[src/rtl/sand_step_sequencer.sv]
// rtl/sand_step_sequencer.sv - one falling-sand generation per start pulse
// Scans the cell RAM bottom-up and moves each sand grain down, down-left or down-right.
module sand_step_sequencer #(
  parameter int H_RES      = 640,
  parameter int V_RES      = 480,
  parameter int ADDR_WIDTH = 19,
  parameter int DATA_WIDTH = 8,
  parameter logic [DATA_WIDTH-1:0] EMPTY_CODE = DATA_WIDTH'(0),
  parameter logic [DATA_WIDTH-1:0] SAND_CODE  = DATA_WIDTH'(1)
) (
  input  logic                  clk_i,
  input  logic                  rst_ni,
  input  logic                  start_i,
  output logic                  busy_o,
  output logic                  done_o,
  output logic [ADDR_WIDTH-1:0] rd_address_o,
  input  logic [DATA_WIDTH-1:0] rd_data_i,
  output logic                  wr_en_o,
  output logic [ADDR_WIDTH-1:0] wr_address_o,
  output logic [DATA_WIDTH-1:0] wr_data_o
);

  localparam int XW = (H_RES > 1) ? $clog2(H_RES) : 1;
  localparam int YW = (V_RES > 1) ? $clog2(V_RES) : 1;
  localparam logic [ADDR_WIDTH-1:0] ROW        = ADDR_WIDTH'(H_RES);
  localparam logic [ADDR_WIDTH-1:0] ROW_BACK   = ADDR_WIDTH'(2 * H_RES - 1);
  localparam logic [ADDR_WIDTH-1:0] START_ADDR = ADDR_WIDTH'((V_RES - 2) * H_RES);
  localparam logic [ADDR_WIDTH-1:0] ONE        = ADDR_WIDTH'(1);
  localparam logic [XW-1:0]         X_LAST     = XW'(H_RES - 1);
  localparam logic [YW-1:0]         Y_START    = YW'(V_RES - 2);

  typedef enum logic [3:0] {
    IDLE, RD_C, CHK_C, CHK_D, CHK_L, CHK_R, WR_T, WR_S, DONE
  } state_t;

  state_t                  state, state_next;
  logic [XW-1:0]           x;
  logic [YW-1:0]           y;
  logic [ADDR_WIDTH-1:0]   addr, target, target_next;
  logic [ADDR_WIDTH-1:0]   below;
  logic                    advance, last_cell, is_empty;

  assign below     = addr + ROW;
  assign is_empty  = (rd_data_i == EMPTY_CODE);
  assign last_cell = (x == X_LAST) && (y == '0);

  // Each check state consumes the data of the address presented one state earlier.
  always_comb begin
    state_next  = state;
    target_next = target;
    advance     = 1'b0;
    case (state)
      IDLE:  if (start_i) state_next = RD_C;
      RD_C:  state_next = CHK_C;
      CHK_C: begin
        if (rd_data_i != SAND_CODE) advance = 1'b1;
        else                        state_next = CHK_D;
      end
      CHK_D: begin
        if (is_empty) begin
          target_next = below;
          state_next  = WR_T;
        end else begin
          state_next  = CHK_L;
        end
      end
      CHK_L: begin
        if ((x != '0) && is_empty) begin
          target_next = below - ONE;
          state_next  = WR_T;
        end else begin
          state_next  = CHK_R;
        end
      end
      CHK_R: begin
        if ((x != X_LAST) && is_empty) begin
          target_next = below + ONE;
          state_next  = WR_T;
        end else begin
          advance = 1'b1;
        end
      end
      WR_T:  state_next = WR_S;
      WR_S:  advance = 1'b1;
      DONE:  state_next = IDLE;
      default: state_next = IDLE;
    endcase
    if (advance) state_next = last_cell ? DONE : RD_C;
  end

  always_ff @(posedge clk_i or negedge rst_ni) begin
    if (!rst_ni) begin
      state  <= IDLE;
      x      <= '0;
      y      <= '0;
      addr   <= '0;
      target <= '0;
    end else begin
      state  <= state_next;
      target <= target_next;
      if (state == IDLE && start_i) begin
        x    <= '0;
        y    <= Y_START;
        addr <= START_ADDR;
      end else if (advance && !last_cell) begin
        if (x == X_LAST) begin
          x    <= '0;
          y    <= y - YW'(1);
          addr <= addr - ROW_BACK;
        end else begin
          x    <= x + XW'(1);
          addr <= addr + ONE;
        end
      end
    end
  end

  always_comb begin
    busy_o       = (state != IDLE);
    done_o       = (state == DONE);
    rd_address_o = '0;
    wr_en_o      = 1'b0;
    wr_address_o = '0;
    wr_data_o    = '0;
    case (state)
      RD_C:  rd_address_o = addr;
      CHK_C: rd_address_o = below;
      CHK_D: rd_address_o = below - ONE;
      CHK_L: rd_address_o = below + ONE;
      WR_T: begin
        wr_en_o      = 1'b1;
        wr_address_o = target;
        wr_data_o    = SAND_CODE;
      end
      WR_S: begin
        wr_en_o      = 1'b1;
        wr_address_o = addr;
        wr_data_o    = EMPTY_CODE;
      end
      default: ;
    endcase
  end

endmodule

[config.mk]
export PLATFORM = sky130hd
export DESIGN_NAME = sand_step_sequencer
export DESIGN_NICKNAME = d
export VERILOG_FILES = /design/src/rtl/sand_step_sequencer.sv
export SDC_FILE = /design/constraint.sdc
export NUM_CORES = 1
export LEC_CHECK = 0
export CELL_PAD_IN_SITES_DETAIL_PLACEMENT = 0
export CELL_PAD_IN_SITES_GLOBAL_PLACEMENT = 1
export CORE_ASPECT_RATIO = 0.9
export CORE_MARGIN = 8
export CORE_UTILIZATION = 50
export CTS_CLUSTER_SIZE = 12
export DETAILED_ROUTE_END_ITERATION = 16
export DONT_BUFFER_PORTS = 1
export GPL_TIMING_DRIVEN = 0
export MAX_ROUTING_LAYER = met4
export PLACE_DENSITY = 0.85
export SLEW_MARGIN = 20
export SYNTH_ARGS = -nofsm -noshare
export SYNTH_HDL_FRONTEND = slang
export SYNTH_SLANG_ARGS = --single-unit
[constraint.sdc]
create_clock -name clk_i -period 5.62 [get_ports clk_i]
set_input_delay 0 -clock clk_i [delete_from_list [all_inputs] [get_ports clk_i]]
set_output_delay 0 -clock clk_i [all_outputs]
set_load 0.05 [all_outputs]
# [After elaboration in Yosys (flattened, before gate mapping)]
# Index checks and enable logic that the tools add are counted.
[word_totals] latch_bits=0 romBits=0 mem_count=0 mem_bits_rw=0 reg_bits=61
[op_classes] reduce_logical=18 n_mul=0 muxes=28 n_bitwise=0 eq_ne=18 div_mod_pow=0 order_cmp=0 addsub=7 n_shift=0
[ops] cell="19-bit 2-to-1 mux" count=6
[ops] cell="19-bit case mux with 4 select lines" count=1
[ops] cell="19-bit case mux with 3 select lines" count=1
[ops] cell="19-bit by 1-bit adder with 19-bit output (second input constant)" count=2
[ops] cell="19-bit case mux with 2 select lines" count=1
[ops] cell="4-bit case mux with 8 select lines" count=1
[ops] cell="10-bit 2-to-1 mux" count=3
[ops] cell="9-bit 2-to-1 mux" count=3
[ops] cell="4-bit 2-to-1 mux" count=5
[ops] cell="19-bit by 10-bit adder with 19-bit output (second input constant)" count=1
[ops] cell="19-bit by 1-bit subtractor with 19-bit output (second input constant)" count=1
[ops] cell="19-bit by 11-bit subtractor with 19-bit output (second input constant)" count=1
[ops] cell="4-bit by 3-bit equality test with 1-bit output (second input constant)" count=4
[ops] cell="10-bit by 1-bit adder with 10-bit output (second input constant)" count=1
[ops] cell="10-bit equality test (second input constant)" count=1
[ops] cell="10-bit inequality test (second input constant)" count=1
[ops] cell="10-bit nonzero test" count=1
[ops] cell="9-bit logical NOT" count=1
[ops] cell="3-bit inequality test (second input constant)" count=3
[ops] cell="9-bit by 1-bit subtractor with 9-bit output (second input constant)" count=1
[ops] cell="4-bit by 2-bit equality test with 1-bit output (second input constant)" count=2
[ops] cell="8-bit logical NOT" count=1
[ops] cell="2-bit inequality test (second input constant)" count=4
[ops] cell="8-bit by 1-bit inequality test with 1-bit output (second input constant)" count=1
[ops] cell="14 further kinds" count=24

# [Logic depth before layout (Yosys ltp)]
[logic_depth] word_depth=7 depth_mapped=13 ltp_nobuf=12

# [Worst setup path after synthesis]
# Ideal clock, no wire load.
[synth_path] kind="reg-to-reg" from="register x[7]" to="register addr[18]" setup_time_ns=0.079 arrival_ns=3.016 path_slack_ns=2.524 path_stages_with_launch=13 path_cell_list="dfrtp_1 -> or3b_1 -> or3_4 -> buf_2 -> clkinv_2 -> ha_1 -> o211ai_1 -> a21oi_1 -> a221oi_1 -> o21ai_0 -> nand3b_1 -> nand3_1 -> mux2i_1"
[synth_between] elab_chain_len=6
[synth_rtl] element="from (decl)" line_no="37" rtl="logic [XW-1:0] x;"
[synth_rtl] element="from (signal assigned)" line_no="111" rtl="x <= x + XW'(1);"
[synth_rtl] element="10-bit inequality test" line_no="76" rtl="if ((x != X_LAST) && is_empty) begin"
[synth_rtl] element="1-bit logical AND" line_no="76"
[synth_rtl] element="1-bit 2-to-1 mux" line_no="76"
[synth_rtl] element="1-bit case mux with 3 select lines" line_no="52" rtl="case (state)"
[synth_rtl] element="1-bit logical AND" line_no="105" rtl="end else if (advance && !last_cell) begin"
[synth_rtl] element="2-bit nonzero test (no line)"
[synth_rtl] element="to (signal assigned)" line_no="109" rtl="addr <= addr - ROW_BACK;"
[synth_rtl] element="to (signal assigned)" line_no="112" rtl="addr <= addr + ONE;"
[synth_rtl] element="to (decl)" line_no="39" rtl="logic [ADDR_WIDTH-1:0] addr, target, target_next;"
# Parallel ways exist; a longest one is shown, timed or not. The select of a mux whose other input is x is not followed.
# A chain may end at the register's enable or synchronous reset.

# [Worst setup path after layout]
[layout_path] from="register addr[1]" to="output rd_address_o[16]"
[layout_between] elab_chain_len=3
[layout_rtl] element="19-bit by 10-bit adder with 19-bit output (*)" line_no="43" rtl="assign below = addr + ROW;"
[layout_rtl] element="19-bit by 1-bit adder with 19-bit output / 19-bit by 1-bit subtractor with 19-bit output (equally long branches)" line_no="129, 128"
[layout_rtl] element="19-bit case mux with 4 select lines (*)" line_no="125" rtl="case (state)"
[layout_rtl] element="to (decl)" line_no="16" rtl="output logic [ADDR_WIDTH-1:0] rd_address_o,"
# Every way passes the cells marked *; elsewhere a longest branch is shown, timed or not.

==> results.md <==
* Status: finished clean
* Final total power at 0.003555 W
* Clock Path Buffers at 2
* Area Growth Syn to Fin at 10.54%
* Critical-path cell list: ha_1 -> nand4_1 -> nor4_4 -> o2111ai_1 -> nor2_1 -> xor2_1 -> o221ai_1
* Area share of the largest cell type after synthesis at 26.68%
* Port bufs at 0
* WHS Endpoint: addr[14]$_DFFE_PN0P_
* R2R depth at 13
* Cts repair resizes at 0
* Seq cells post-synth at 61
* Final hold violation count at 0
* Share of layout cells above drive strength 1 at 10.82%
* Top achievable clock speed at 266.8 MHz
* R2R setup slack at 1.93 ns
* Hold Path Origin: start_i
* Critical Path Max Stage Delay at 0.87 ns
* Routed WL at 19430 um
* Die area at 15120 um^2
* Worst setup path category: register to primary output
* Multi-input logic area at 3852 um^2
* Commonest non-fill, non-tap cells in the layout: 78 x nand2_1, 69 x o21ai_0, 66 x nor2_1, 61 x dfrtp_1, 41 x a21oi_1
* Commonest non-fill, non-tap cell in the layout: nand2_1
* Yosys Warn Count at 0
* Clock slew at reported path FFs at 0.06 ns
* Antenna violations before repair at 0
* Largest family of logic cells by synthesized area: compound AO/OA/AOI/OAI gates
* Post-CTS Setup Inserts at 0
* Via density at 6.420
* Drt pass-1 iters at 5
* Ports at 60
* Clock Tree Root: clkbuf_16
* Number of flops mapped to enable cells by yosys at 0
* Simple-Gate Fraction of Synth Area at 26.05%
* Synth cell types at 86
* Post-route ant nets at 0
* CTS Hold Buffers Added at 2
* Worst path required time at 5.62 ns
* Grt ovf at 0
* Slowest CP cell: o221ai_1
* Crit path time final at 3.748 ns
* # setup viols final at 0
* Worst setup path start: addr[1]$_DFFE_PN0P_
* Setup_tns at 0 ns
* CTS tree: built
* Worst Tran Pin Value at 1.145 ns
* DR WL/cell at 21.25 um
* N_diodes at 0
* Gpl congestion at 0.9196
* Max-cap viol count at 0
* Synthesized area at 5720 um^2
* Critical path peak fanout at 8
* Reg-to-Reg Start: x[0]$_DFFE_PN0P_
* Final Max Slew Viols at 0
* Synth Area per Inst at 7.804 um^2
* Detailed placement HPWL at 14080 um
* WP data arrival at 3.75 ns
* Post-synthesis mux area share at 1.225%
* H-Tree Depth at 3
* Clk Latency, worst-skew pair at 0.34 ns
* CP endpoint kind: primary output
* Row count at 37
* Clk sink count at 61
* Residual DRC count at 0
* First-pass GRT wire length at 30790 um
* Ys flop type: dfrtp_1
* Die H at 117.5 um
* Peak supply drop at 217.6 uV
* Seq/Total Area, Yosys at 26.68%
* Number of DRC markers in iteration 0 at 650
* LEAKAGE at 2.371 nW
* Slew Limit Headroom at 23.88%
* Largest net degree at the start of global routing at 62
* Hold Path Class: primary input to register
* CTS buffer count at 9
* Tot GR Track Use at 26.50%
* Worst r2r dst: addr[18]$_DFFE_PN0P_
* Place WS at 1.954 ns
* Core Region at 11300 um^2
* Register area at 1526 um^2
* Starting Density at 50.64%
* Hold Path Depth at 3
* Vias in the first global route at 5505
* DIE WIDTH at 128.8 um
* FILL cells at 1109
* Main area contributors after synthesis: dfrtp_1 27%, o21ai_0 6.7%, nand2_1 5.1%, xnor2_1 5.1%, nor2_1 4.3%
* Final net count at 781
* Adder-cell area share of the yosys netlist at 3.500%
* Final period util at 66.69%
* RSZ-0062 raised after global routing: no
* Vias at 5868
* Ys async rst share at 100.0%
* Final worst slack at 1.872 ns
* PD cells at 562.1 nW/um^2
* Cells after Synth at 733
* Setup Skew at 0.009460 ns
* Cell taking the most area after synthesis: dfrtp_1
* Startpoint Class: register
* Compound-Gate Fraction of Synth Area at 26.97%
* Post-synthesis xor/xnor area fraction at 8.836%
==> flip-flops by register name (all words and copies together) (netlist names) <==
register / count
state: 4
y: 9
addr: 19
target: 19
x: 10
==> cell families (layout without fill, tap and decap cells) <==
family / count (synthesis) / in the layout
AO/OA/AOI/OAI: 228 / 228
XOR/XNOR: 56 / 56
adder cells (fa/ha/maj): 16 / 16
buffers and inverters: 76 / 95
flip-flops: 61 / 61
multiplexers: 7 / 7
other: 1 / 7
AND/OR/NAND/NOR: 288 / 288
==> critical path, delay by kind of cell, from the launching register on <==
family                   cells  cell delay (ns)
XOR/XNOR                     1             0.10
flip-flops                   1             0.47
AO/OA/AOI/OAI                2             1.18
adder cells (fa/ha/maj)      1             0.37
AND/OR/NAND/NOR              3             1.29
==> stage by stage <==
step	instance area [um^2]	utilization, %	hold WS, ns	std cells
6_report	6324	55.98	0.02145	914
5_1_grt	6324	55.98	0.05824	914
4_1_cts	6317	55.93	0.009714	914
3_5_place_dp	5964	52.80	-0.2934	897
3_3_place_gp	5938	52.57	-0.2938	895
2_1_floorplan	5743	-	-0.2956	739
==> how the worst max path moves through the flow <==
stage / end / slack [ns] / depth (start not counted)
final: rd_address_o[16] / 1.87 / 7
after detailed placement: addr[18]$_DFFE_PN0P_ / 1.95 / 13
after CTS: addr[18]$_DFFE_PN0P_ / 1.93 / 13
after floorplan: addr[18]$_DFFE_PN0P_ / 2.52 / 12
after global routing: addr[18]$_DFFE_PN0P_ / 1.67 / 13
after global placement: rd_address_o[8] / 1.97 / 8
==> power by group <==
group	leakage, nW	switching, W	internal [W]	total [W]
clock network	0.152	0.000208	0.000397	0.000605
logic	1.47	0.00172	0.000575	0.00230
registers	0.745	0.0000904	0.000563	0.000653
==> cell usage after synthesis, types with 11 or more instances <==
cell	instances
buf_4	11
nor2_1	66
buf_2	11
dfrtp_1	61
inv_1	16
nand2_1	78
clkbuf_1	23
a22o_1	11
nand3_1	36
a21oi_1	41
xor2_1	21
o21ai_0	77
nor3_1	26
xnor2_1	33
ha_1	16
==> layer usage <==
layer | up-vias | routed length [um] | global-route usage [%]
met5 | - | 0 | -
met4 | 0 | 380 | 7.483
met3 | 38 | 1788 | 6.431
met2 | 291 | 8912 | 39.95
met1 | 2814 | 8346 | 34.51
li1 | 2725 | - | -
==> layout make-up <==
type,count,area share (%)
multi-input cells,602,60.92
flip-flops and latches,61,24.14
plain buffers,59,5.006
clock buffers,11,3.839
well taps,156,3.087
clock inverters,4,1.148
inverters,17,1.029
repair buffers,4,0.8310
Note: power is estimated with default switching activity, not from simulation.
